File: config.mk
export PLATFORM = sky130hd
export DESIGN_NAME = fetch_stage_flat
export DESIGN_NICKNAME = d
export VERILOG_FILES = /design/src/rtl/fetch_stage_if.sv /design/src/rtl/fetch_stage.sv /design/src/flat_wrapper.sv
export SDC_FILE = /design/constraint.sdc
export NUM_CORES = 1
export LEC_CHECK = 0
export CAP_MARGIN = 20
export CORE_UTILIZATION = 44
export DETAILED_ROUTE_END_ITERATION = 7
export PLACE_DENSITY_LB_ADDON = 0.08
export SLEW_MARGIN = 25
export SYNTH_ARGS = -nofsm -noshare
export SYNTH_HDL_FRONTEND = slang
export SYNTH_SLANG_ARGS = --single-unit
File: constraint.sdc
create_clock -name clock -period 2.5 [get_ports clock]
set_input_delay 0.625 -clock clock [delete_from_list [all_inputs] [get_ports clock]]
set_output_delay 0.625 -clock clock [all_outputs]
set_load 0.005 [all_outputs]
File: src/rtl/fetch_stage_if.sv
`timescale 1ns/1ps
`default_nettype none
// +----------------------------------------------------------------------+
// | fetch_stage_if : control, instruction-memory and IF/ID bundle        |
// | Rev 1.0                                                              |
// +----------------------------------------------------------------------+
interface fetch_stage_if #(
  parameter int PC_WIDTH    = 11,
  parameter int INSTR_WIDTH = 32
);
  logic                   stall_in;
  logic                   branch_taken_in;
  logic [PC_WIDTH-1:0]    branch_dest_in;
  logic                   jump_in;
  logic [PC_WIDTH-1:0]    jump_dest_in;
  logic [PC_WIDTH-1:0]    imem_addr_out;
  logic [INSTR_WIDTH-1:0] imem_data_in;
  logic [INSTR_WIDTH-1:0] instruction_out;
  logic [PC_WIDTH-1:0]    current_pc_out;
  logic [PC_WIDTH-1:0]    pc_plus_one_out;
  logic                   valid_out;
  logic                   halted_out;
  logic [31:0]            fetch_count_out;

  modport master (
    input  stall_in, branch_taken_in, branch_dest_in, jump_in, jump_dest_in,
    input  imem_data_in,
    output imem_addr_out, instruction_out, current_pc_out, pc_plus_one_out,
    output valid_out, halted_out, fetch_count_out
  );

  modport slave (
    output stall_in, branch_taken_in, branch_dest_in, jump_in, jump_dest_in,
    output imem_data_in,
    input  imem_addr_out, instruction_out, current_pc_out, pc_plus_one_out,
    input  valid_out, halted_out, fetch_count_out
  );
endinterface
`default_nettype wire

File: src/rtl/fetch_stage.sv
`timescale 1ns/1ps
`default_nettype none
// +----------------------------------------------------------------------+
// | fetch_stage : PC, instruction fetch and IF/ID register with halt FSM |
// | Rev 1.0                                                              |
// +----------------------------------------------------------------------+
module fetch_stage #(
  parameter int             PC_WIDTH    = 11,
  parameter int             INSTR_WIDTH = 32,
  parameter logic [10:0]    RESET_PC    = 11'd0,
  parameter logic [5:0]     HALT_OPCODE = 6'b111111
) (
  input  wire                clock,
  input  wire                reset,
  fetch_stage_if.master      bus
);

  typedef enum logic [0:0] {
    RUN    = 1'b0,
    HALTED = 1'b1
  } state_t;

  state_t                 state_q, state_d;
  logic [PC_WIDTH-1:0]    pc_q, pc_d;
  logic [INSTR_WIDTH-1:0] instr_q, instr_d;
  logic [PC_WIDTH-1:0]    cur_pc_q, cur_pc_d;
  logic [PC_WIDTH-1:0]    pc_p1_q, pc_p1_d;
  logic                   valid_q, valid_d;
  logic [31:0]            count_q, count_d;

  logic [PC_WIDTH-1:0]    pc_inc;
  logic                   is_halt;

  assign pc_inc  = pc_q + PC_WIDTH'(1);
  assign is_halt = (bus.imem_data_in[INSTR_WIDTH-1 -: 6] == HALT_OPCODE);

  always_comb begin
    state_d  = state_q;
    pc_d     = pc_q;
    instr_d  = instr_q;
    cur_pc_d = cur_pc_q;
    pc_p1_d  = pc_p1_q;
    valid_d  = valid_q;
    count_d  = count_q;

    if (bus.branch_taken_in || bus.jump_in) begin
      // Branch is older than the jump in ID, so it wins; redirect also flushes a stalled slot.
      pc_d     = bus.branch_taken_in ? bus.branch_dest_in : bus.jump_dest_in;
      instr_d  = '0;
      cur_pc_d = '0;
      pc_p1_d  = '0;
      valid_d  = 1'b0;
      state_d  = RUN;
    end else if (bus.stall_in) begin
      state_d = state_q;
    end else if (state_q == HALTED) begin
      instr_d  = '0;
      cur_pc_d = '0;
      pc_p1_d  = '0;
      valid_d  = 1'b0;
    end else begin
      instr_d  = bus.imem_data_in;
      cur_pc_d = pc_q;
      pc_p1_d  = pc_inc;
      valid_d  = 1'b1;
      count_d  = count_q + 32'd1;
      if (is_halt) begin
        state_d = HALTED;
      end else begin
        pc_d = pc_inc;
      end
    end
  end

  always_ff @(posedge clock) begin
    if (reset) begin
      state_q  <= RUN;
      pc_q     <= PC_WIDTH'(RESET_PC);
      instr_q  <= '0;
      cur_pc_q <= '0;
      pc_p1_q  <= '0;
      valid_q  <= 1'b0;
      count_q  <= '0;
    end else begin
      state_q  <= state_d;
      pc_q     <= pc_d;
      instr_q  <= instr_d;
      cur_pc_q <= cur_pc_d;
      pc_p1_q  <= pc_p1_d;
      valid_q  <= valid_d;
      count_q  <= count_d;
    end
  end

  assign bus.imem_addr_out   = pc_q;
  assign bus.instruction_out = instr_q;
  assign bus.current_pc_out  = cur_pc_q;
  assign bus.pc_plus_one_out = pc_p1_q;
  assign bus.valid_out       = valid_q;
  assign bus.halted_out      = (state_q == HALTED);
  assign bus.fetch_count_out = count_q;

endmodule
`default_nettype wire
File: src/flat_wrapper.sv
// flat-port wrapper written by rule: the top's interface ports become plain ports
module fetch_stage_flat 
#(
  parameter int             PC_WIDTH    = 11,
  parameter int             INSTR_WIDTH = 32,
  parameter logic [10:0]    RESET_PC    = 11'd0,
  parameter logic [5:0]     HALT_OPCODE = 6'b111111
)
  (clock, reset, bus_stall_in, bus_branch_taken_in, bus_branch_dest_in, bus_jump_in, bus_jump_dest_in, bus_imem_data_in, bus_imem_addr_out, bus_instruction_out, bus_current_pc_out, bus_pc_plus_one_out, bus_valid_out, bus_halted_out, bus_fetch_count_out);
  fetch_stage_if #(.PC_WIDTH(PC_WIDTH), .INSTR_WIDTH(INSTR_WIDTH)) bus_i ();
  input  wire clock;
  input  wire reset;
  input wire logic [$bits(bus_i.stall_in)-1:0] bus_stall_in;
  input wire logic [$bits(bus_i.branch_taken_in)-1:0] bus_branch_taken_in;
  input wire logic [$bits(bus_i.branch_dest_in)-1:0] bus_branch_dest_in;
  input wire logic [$bits(bus_i.jump_in)-1:0] bus_jump_in;
  input wire logic [$bits(bus_i.jump_dest_in)-1:0] bus_jump_dest_in;
  input wire logic [$bits(bus_i.imem_data_in)-1:0] bus_imem_data_in;
  output wire logic [$bits(bus_i.imem_addr_out)-1:0] bus_imem_addr_out;
  output wire logic [$bits(bus_i.instruction_out)-1:0] bus_instruction_out;
  output wire logic [$bits(bus_i.current_pc_out)-1:0] bus_current_pc_out;
  output wire logic [$bits(bus_i.pc_plus_one_out)-1:0] bus_pc_plus_one_out;
  output wire logic [$bits(bus_i.valid_out)-1:0] bus_valid_out;
  output wire logic [$bits(bus_i.halted_out)-1:0] bus_halted_out;
  output wire logic [$bits(bus_i.fetch_count_out)-1:0] bus_fetch_count_out;
  assign bus_i.stall_in = bus_stall_in;
  assign bus_i.branch_taken_in = bus_branch_taken_in;
  assign bus_i.branch_dest_in = bus_branch_dest_in;
  assign bus_i.jump_in = bus_jump_in;
  assign bus_i.jump_dest_in = bus_jump_dest_in;
  assign bus_i.imem_data_in = bus_imem_data_in;
  assign bus_imem_addr_out = bus_i.imem_addr_out;
  assign bus_instruction_out = bus_i.instruction_out;
  assign bus_current_pc_out = bus_i.current_pc_out;
  assign bus_pc_plus_one_out = bus_i.pc_plus_one_out;
  assign bus_valid_out = bus_i.valid_out;
  assign bus_halted_out = bus_i.halted_out;
  assign bus_fetch_count_out = bus_i.fetch_count_out;
  fetch_stage #(.PC_WIDTH(PC_WIDTH), .INSTR_WIDTH(INSTR_WIDTH), .RESET_PC(RESET_PC), .HALT_OPCODE(HALT_OPCODE)) u_core (.clock(clock), .reset(reset), .bus(bus_i));
endmodule
==> After elaboration in Yosys (flattened, before gate mapping) <==
Index checks and enable logic that the tools add are counted.
Widths: inputs -> output; s select.
{ "totals": {"ff_bits": 99, "inputBits": 59, "output_inout_bits": 99} }
{ "classes": {"bitwise": 3, "muxes": 11, "n_reduce_logical": 4, "add_sub_neg": 2, "n_eq_ne": 4} }
{ "op_table": {"columns": ["operator", "count"], "rows": [
  ["$mux 11", 7],
  ["$add 32x1->32 const B", 1],
  ["$mux 32", 1],
  ["$add 11x1->11 const B", 1],
  ["$eq 6x6->1 const B", 1],
  ["$reduce_and 3->1", 2],
  ["$ne 2x2->1 const B", 2],
  ["$mux 1", 3],
  ["$not 1->1", 3],
  ["$ne 2x1->1 const B", 1],
  ["$reduce_or 2->1", 1],
  ["$logic_or 1x1->1", 1]
]} }

==> Longest topological paths before layout <==
Gate-level depths: netlist of run 1.
{ "logic_depth": {"ltp_word": 5, "depth_mapped": 8, "mapped_depth_nobuf": 6} }

==> Worst setup path before layout of run 1 <==
OpenSTA, ideal clock, no wires.
{ "synth_path": {"kind": "input-to-reg", "from": "input bus_stall_in", "to": "register u_core.count_q[16], in the netlist u_core.bus.fetch_count_out[16]", "slack_ps": 323, "n_path_buf": 3, "path_stages": 8, "t_arrival_ps": 2049, "required_ps": 2372, "cell_sequence": "buf_6 > or4_4 > buf_6 > nor3_2 > buf_4 > nand4_1 > xor2_1 > nor2_1"} }
{ "synth_between": {"elab_chain_cells": 2} }
{ "synth_rtl": {"columns": ["item", "line", "source"], "rows": [
  ["from (decl)", "flat_wrapper.sv:13", "input wire logic [$bits(bus_i.stall_in)-1:0] bus_stall_in;"],
  ["$not 1->1 (no source line)", null, null],
  ["$reduce_and 3->1 (no source line)", null, null],
  ["to (signal assigned)", "fetch_stage.sv:91", "count_q <= count_d;"],
  ["to (decl)", "fetch_stage.sv:29", "logic [31:0] count_q, count_d;"]
]} }
Every way passes these cells.
A chain may end at the register's enable or synchronous reset.

==> Worst setup path after layout of run 1 <==
{ "layout_path": {"from": "input bus_jump_in", "to": "register u_core.count_q[19], in the netlist u_core.bus.fetch_count_out[19]"} }
{ "layout_between": {"elab_chain_cells": 3} }
{ "layout_rtl": {"columns": ["item", "line", "source"], "rows": [
  ["from (decl)", "flat_wrapper.sv:16", "input wire logic [$bits(bus_i.jump_in)-1:0] bus_jump_in;"],
  ["$logic_or 1x1->1", "fetch_stage.sv:46", "if (bus.branch_taken_in || bus.jump_in) begin"],
  ["$not 1->1 (no source line)", null, null],
  ["$reduce_and 3->1 (no source line)", null, null]
]} }
Every way passes these cells.

==> impl_metrics.py, run 1 <==
metrics = {
    "run_status": {
        "status": "finished, final reports clean",
    },
    "detailed_routing": {
        "first_iter_violations": 97,
        "drc": 0,
        "drt_first_pass_iters": 4,
        "drtAntennaViolNets": 0,
        "wirelength_mm": 11.7,
        "viasPerCell": 5.42,
        "dr_total_vias": 3993,
        "post_drt_wl_per_cell_um": 15.9,
    },
    "critical_path": {
        "endpoint_kind": "flip-flop",
        "crit_type": "input pin to flip-flop",
        "critical-path-slowest-cell": "or4_4",
        "critical_path_buf_inv_count": 1,
        "cp-startpoint": "bus_jump_in",
        "reg2reg_depth": 6,
        "cp.depth": 6,
        "crit_required_ps": 2740,
        "critical_path_arrival_ps": 2430,
        "crit_chain": "clkdlybuf4s50_1 -> or4_4 -> nor4_4 -> nand4_1 -> xor2_1 -> nor2_1",
        "worst_setup_path_start_kind": "input pin",
        "cp_top_family": "simple AND/OR/NAND/NOR gates",
        "critPathMaxFanout": 6,
        "worstReg2RegStart": "u_core.bus.fetch_count_out[17]$_SDFFE_PP0P_",
        "cpPeakStageDelay_ps": 590,
    },
    "place": {
        "placed_area_um2": 5870,
        "dpl_worst_slack_ps": -61.1,
        "dp_hpwl_mm": 8.38,
        "io_buffers": 157,
        "place_inst": 721,
        "gp_congestion": 0.785,
    },
    "cts": {
        "cts_sinks": 99,
        "cts_tree": "built",
        "clock_latency_ps": 370,
        "numCtsBuffers": 9,
        "cts-resized-gates": 0,
        "clkSlewWorstSetupHoldPaths_ps": 100,
        "htreeDepth": 3,
        "postCtsHoldBufs": 0,
        "cts.path.max_buffers": 2,
        "cts_setup_buffers": 0,
        "root_buffer": "clkbuf_8",
    },
    "floorplanning": {
        "fp.dieArea_um2": 9830,
        "pin_count": 158,
        "die_w_um": 99.2,
        "design.core.area_um2": 9200,
        "dieHeight_um": 99.2,
        "rows": 35,
        "start_util": 0.452,
    },
    "synth": {
        "synth_edf_count": 0,
        "synth-seq-area-share": 0.477,
        "async_flop_share": 0,
        "syn_avg_cell_area_um2": 8.87,
        "ys_ff_latch": 99,
        "ys_warn_count": 0,
        "synth-main-ff-cell": "dfxtp_1",
        "synth.cell_area_um2": 4150,
        "synth_cells": 468,
        "synthesis.nets": 529,
        "ys_types": 45,
    },
    "cells_and_area": {
        "regArea_um2": 1980,
        "finalNonFillerCells": 737,
        "filler_cell_count": 768,
        "fin_nets": 682,
        "areaGrowthSynthToFinish_pct": 46.6,
        "finalInstanceArea_um2": 6090,
        "n_antenna_cell": 0,
        "drive_above_1_share": 0.0735,
        "multiInputGateArea_um2": 2010,
    },
    "global_route": {
        "grt_overflow": 0,
        "grt_first_pass_wirelength_mm": 19.0,
        "antenna_found_initial": 0,
        "grt_max_degree": 48,
        "grt_pass1_vias": 3903,
        "grt_usage": 0.241,
    },
    "sta": {
        "worst_pin_slew_ps": 533,
        "finalHoldViolations": 0,
        "finalCritPeriodShare": 0.873,
        "max_freq_mhz": 458,
        "finalClockSkew_ps": 12.4,
        "holdWs_ps": 484,
        "finalCriticalPeriod_ps": 2180,
        "rsz0062_at_grt": "no",
        "slew_viol_final": 0,
        "slew_headroom": 0.641,
        "fin_ws_ps": 318,
        "setup_violations": 0,
    },
    "power": {
        "power_density_nw_per_um2": 514,
        "p_leak_nw": 2.23,
        "ir_drop_mv": 0.315,
    },
    "hold_path": {
        "min_from": "u_core.bus.pc_plus_one_out[8]$_SDFFE_PP0N_",
        "min_path_type": "flip-flop to flip-flop",
        "hold_depth": 2,
    },
    "run": {
        "cap_violations": 0,
    },
}
-- cell type report --
type | count | share of cell area
multi-input combinational | 329 | 0.330
sequential | 99 | 0.326
timing repair buffer | 177 | 0.282
tap | 111 | 0.0228
clock buffer | 10 | 0.0226
clock inverter | 6 | 0.0138
inverter | 5 | 0.00308
-- flip-flops by register name, summed over array words and instances, names as in the netlist --
| register | flops |
|---|---|
| u_core.bus.current_pc_out | 11 |
| u_core.bus.valid_out | 1 |
| u_core.bus.fetch_count_out | 32 |
| u_core.bus.imem_addr_out | 11 |
| u_core.bus.instruction_out | 32 |
| u_core.bus.halted_out | 1 |
| u_core.bus.pc_plus_one_out | 11 |
-- cells by family after synthesis --
logic type | share of synthesized area
xor+xnor | 0.0865
flops | 0.477
fa+ha+maj | 0.00602
compound gates | 0.166
buf+inv | 0.0410
simple gates | 0.219
mux | 0.00482
-- report_power, final --
part	leakage, nW	switching [mW]	internal, mW
sequential	0.802	0.0417	1.61
combinational	1.32	0.151	0.202
clock	0.112	0.612	0.513
-- cell usage after synthesis (6+ instances only) --
cell | count | area, um^2
a21oi_1 | 13 | 65.1
a22oi_1 | 53 | 398
and3_1 | 10 | 62.6
and4_1 | 6 | 52.6
clkbuf_1 | 30 | 113
dfxtp_1 | 99 | 1980
nand2_1 | 29 | 109
nand3_1 | 12 | 60.1
nand4_1 | 15 | 93.8
nor2_1 | 94 | 353
o21ai_0 | 7 | 35.0
o22ai_1 | 6 | 37.5
xnor2_1 | 14 | 123
xor2_1 | 27 | 236
-- per-layer routing --
metal / global-route usage / vias to the layer above / share of wire
li1: - / 1950 / -
met1: 0.292 / 1924 / 0.43
met2: 0.419 / 100 / 0.50
met3: 0.0555 / 19 / 0.052
met4: 0.0916 / 0 / 0.021
met5: 0 / - / 0
-- path summary, 6_finish.rpt --
check	endpoint	slack, ps
hold reg to reg	u_core.bus.pc_plus_one_out[8]$_SDFFE_PP0N_	480
setup reg to reg	u_core.bus.fetch_count_out[31]$_SDFFE_PP0P_	610
setup / recovery	u_core.bus.fetch_count_out[19]$_SDFFE_PP0P_	320
hold / removal	u_core.bus.pc_plus_one_out[8]$_SDFFE_PP0N_	480
-- stage by stage --
step	util	setup TNS, ps	total power [mW]
detailed placement	0.638	-271	2.03
floorplan	-	0	1.83
CTS	0.662	0	3.15
global route	0.662	0	3.25
finish	0.662	0	3.13
global placement	0.638	-36.2	2.03
-- cell usage in the layout, fill, tap and decap left out, types with 2 or more instances in the layout --
cell type        instances
a211oi_1                 5
a21oi_1                 13
a22oi_1                 53
a31oi_1                  2
and3_1                  10
and4_1                   6
buf_4                   20
clkbuf_8                10
clkdlybuf4s50_1        156
clkinv_4                 2
dfxtp_1                 99
ha_1                     2
inv_1                    4
mux2i_1                  2
nand2_1                 29
nand3_1                 12
nand4_1                 15
nor2_1                  93
nor2b_1                  2
nor3_1                   3
nor4_1                   2
o211ai_1                 2
o21a_1                   2
o21ai_0                  7
o221ai_1                 2
o22ai_1                  6
o31ai_1                  3
or3_1                    2
xnor2_1                 14
xor2_1                  27
-- worst register-to-register path: cells and delay by family, from the launching register on --
family | cells | cell delay (ps)
AND/OR/NAND/NOR | 4 | 1030
AO/OA/AOI/OAI | 1 | 140
flip-flops | 1 | 420
buffers and inverters | 1 | 230
Note: power is estimated with default switching activity, not from simulation.
==> run 2, diff against run 1 <==
SKIP_LAST_GASP = 1   (was not set)
SLEW_MARGIN = 20   (was 25)
==> results of run 2 <==
The final DEF is identical to that of run 1; final timing and power are the same.
==> run 3, diff against run 2 <==
HOLD_SLACK_MARGIN = 0.08   (was not set)
==> results of run 3 <==
The final DEF is identical to that of run 1; final timing and power are the same.
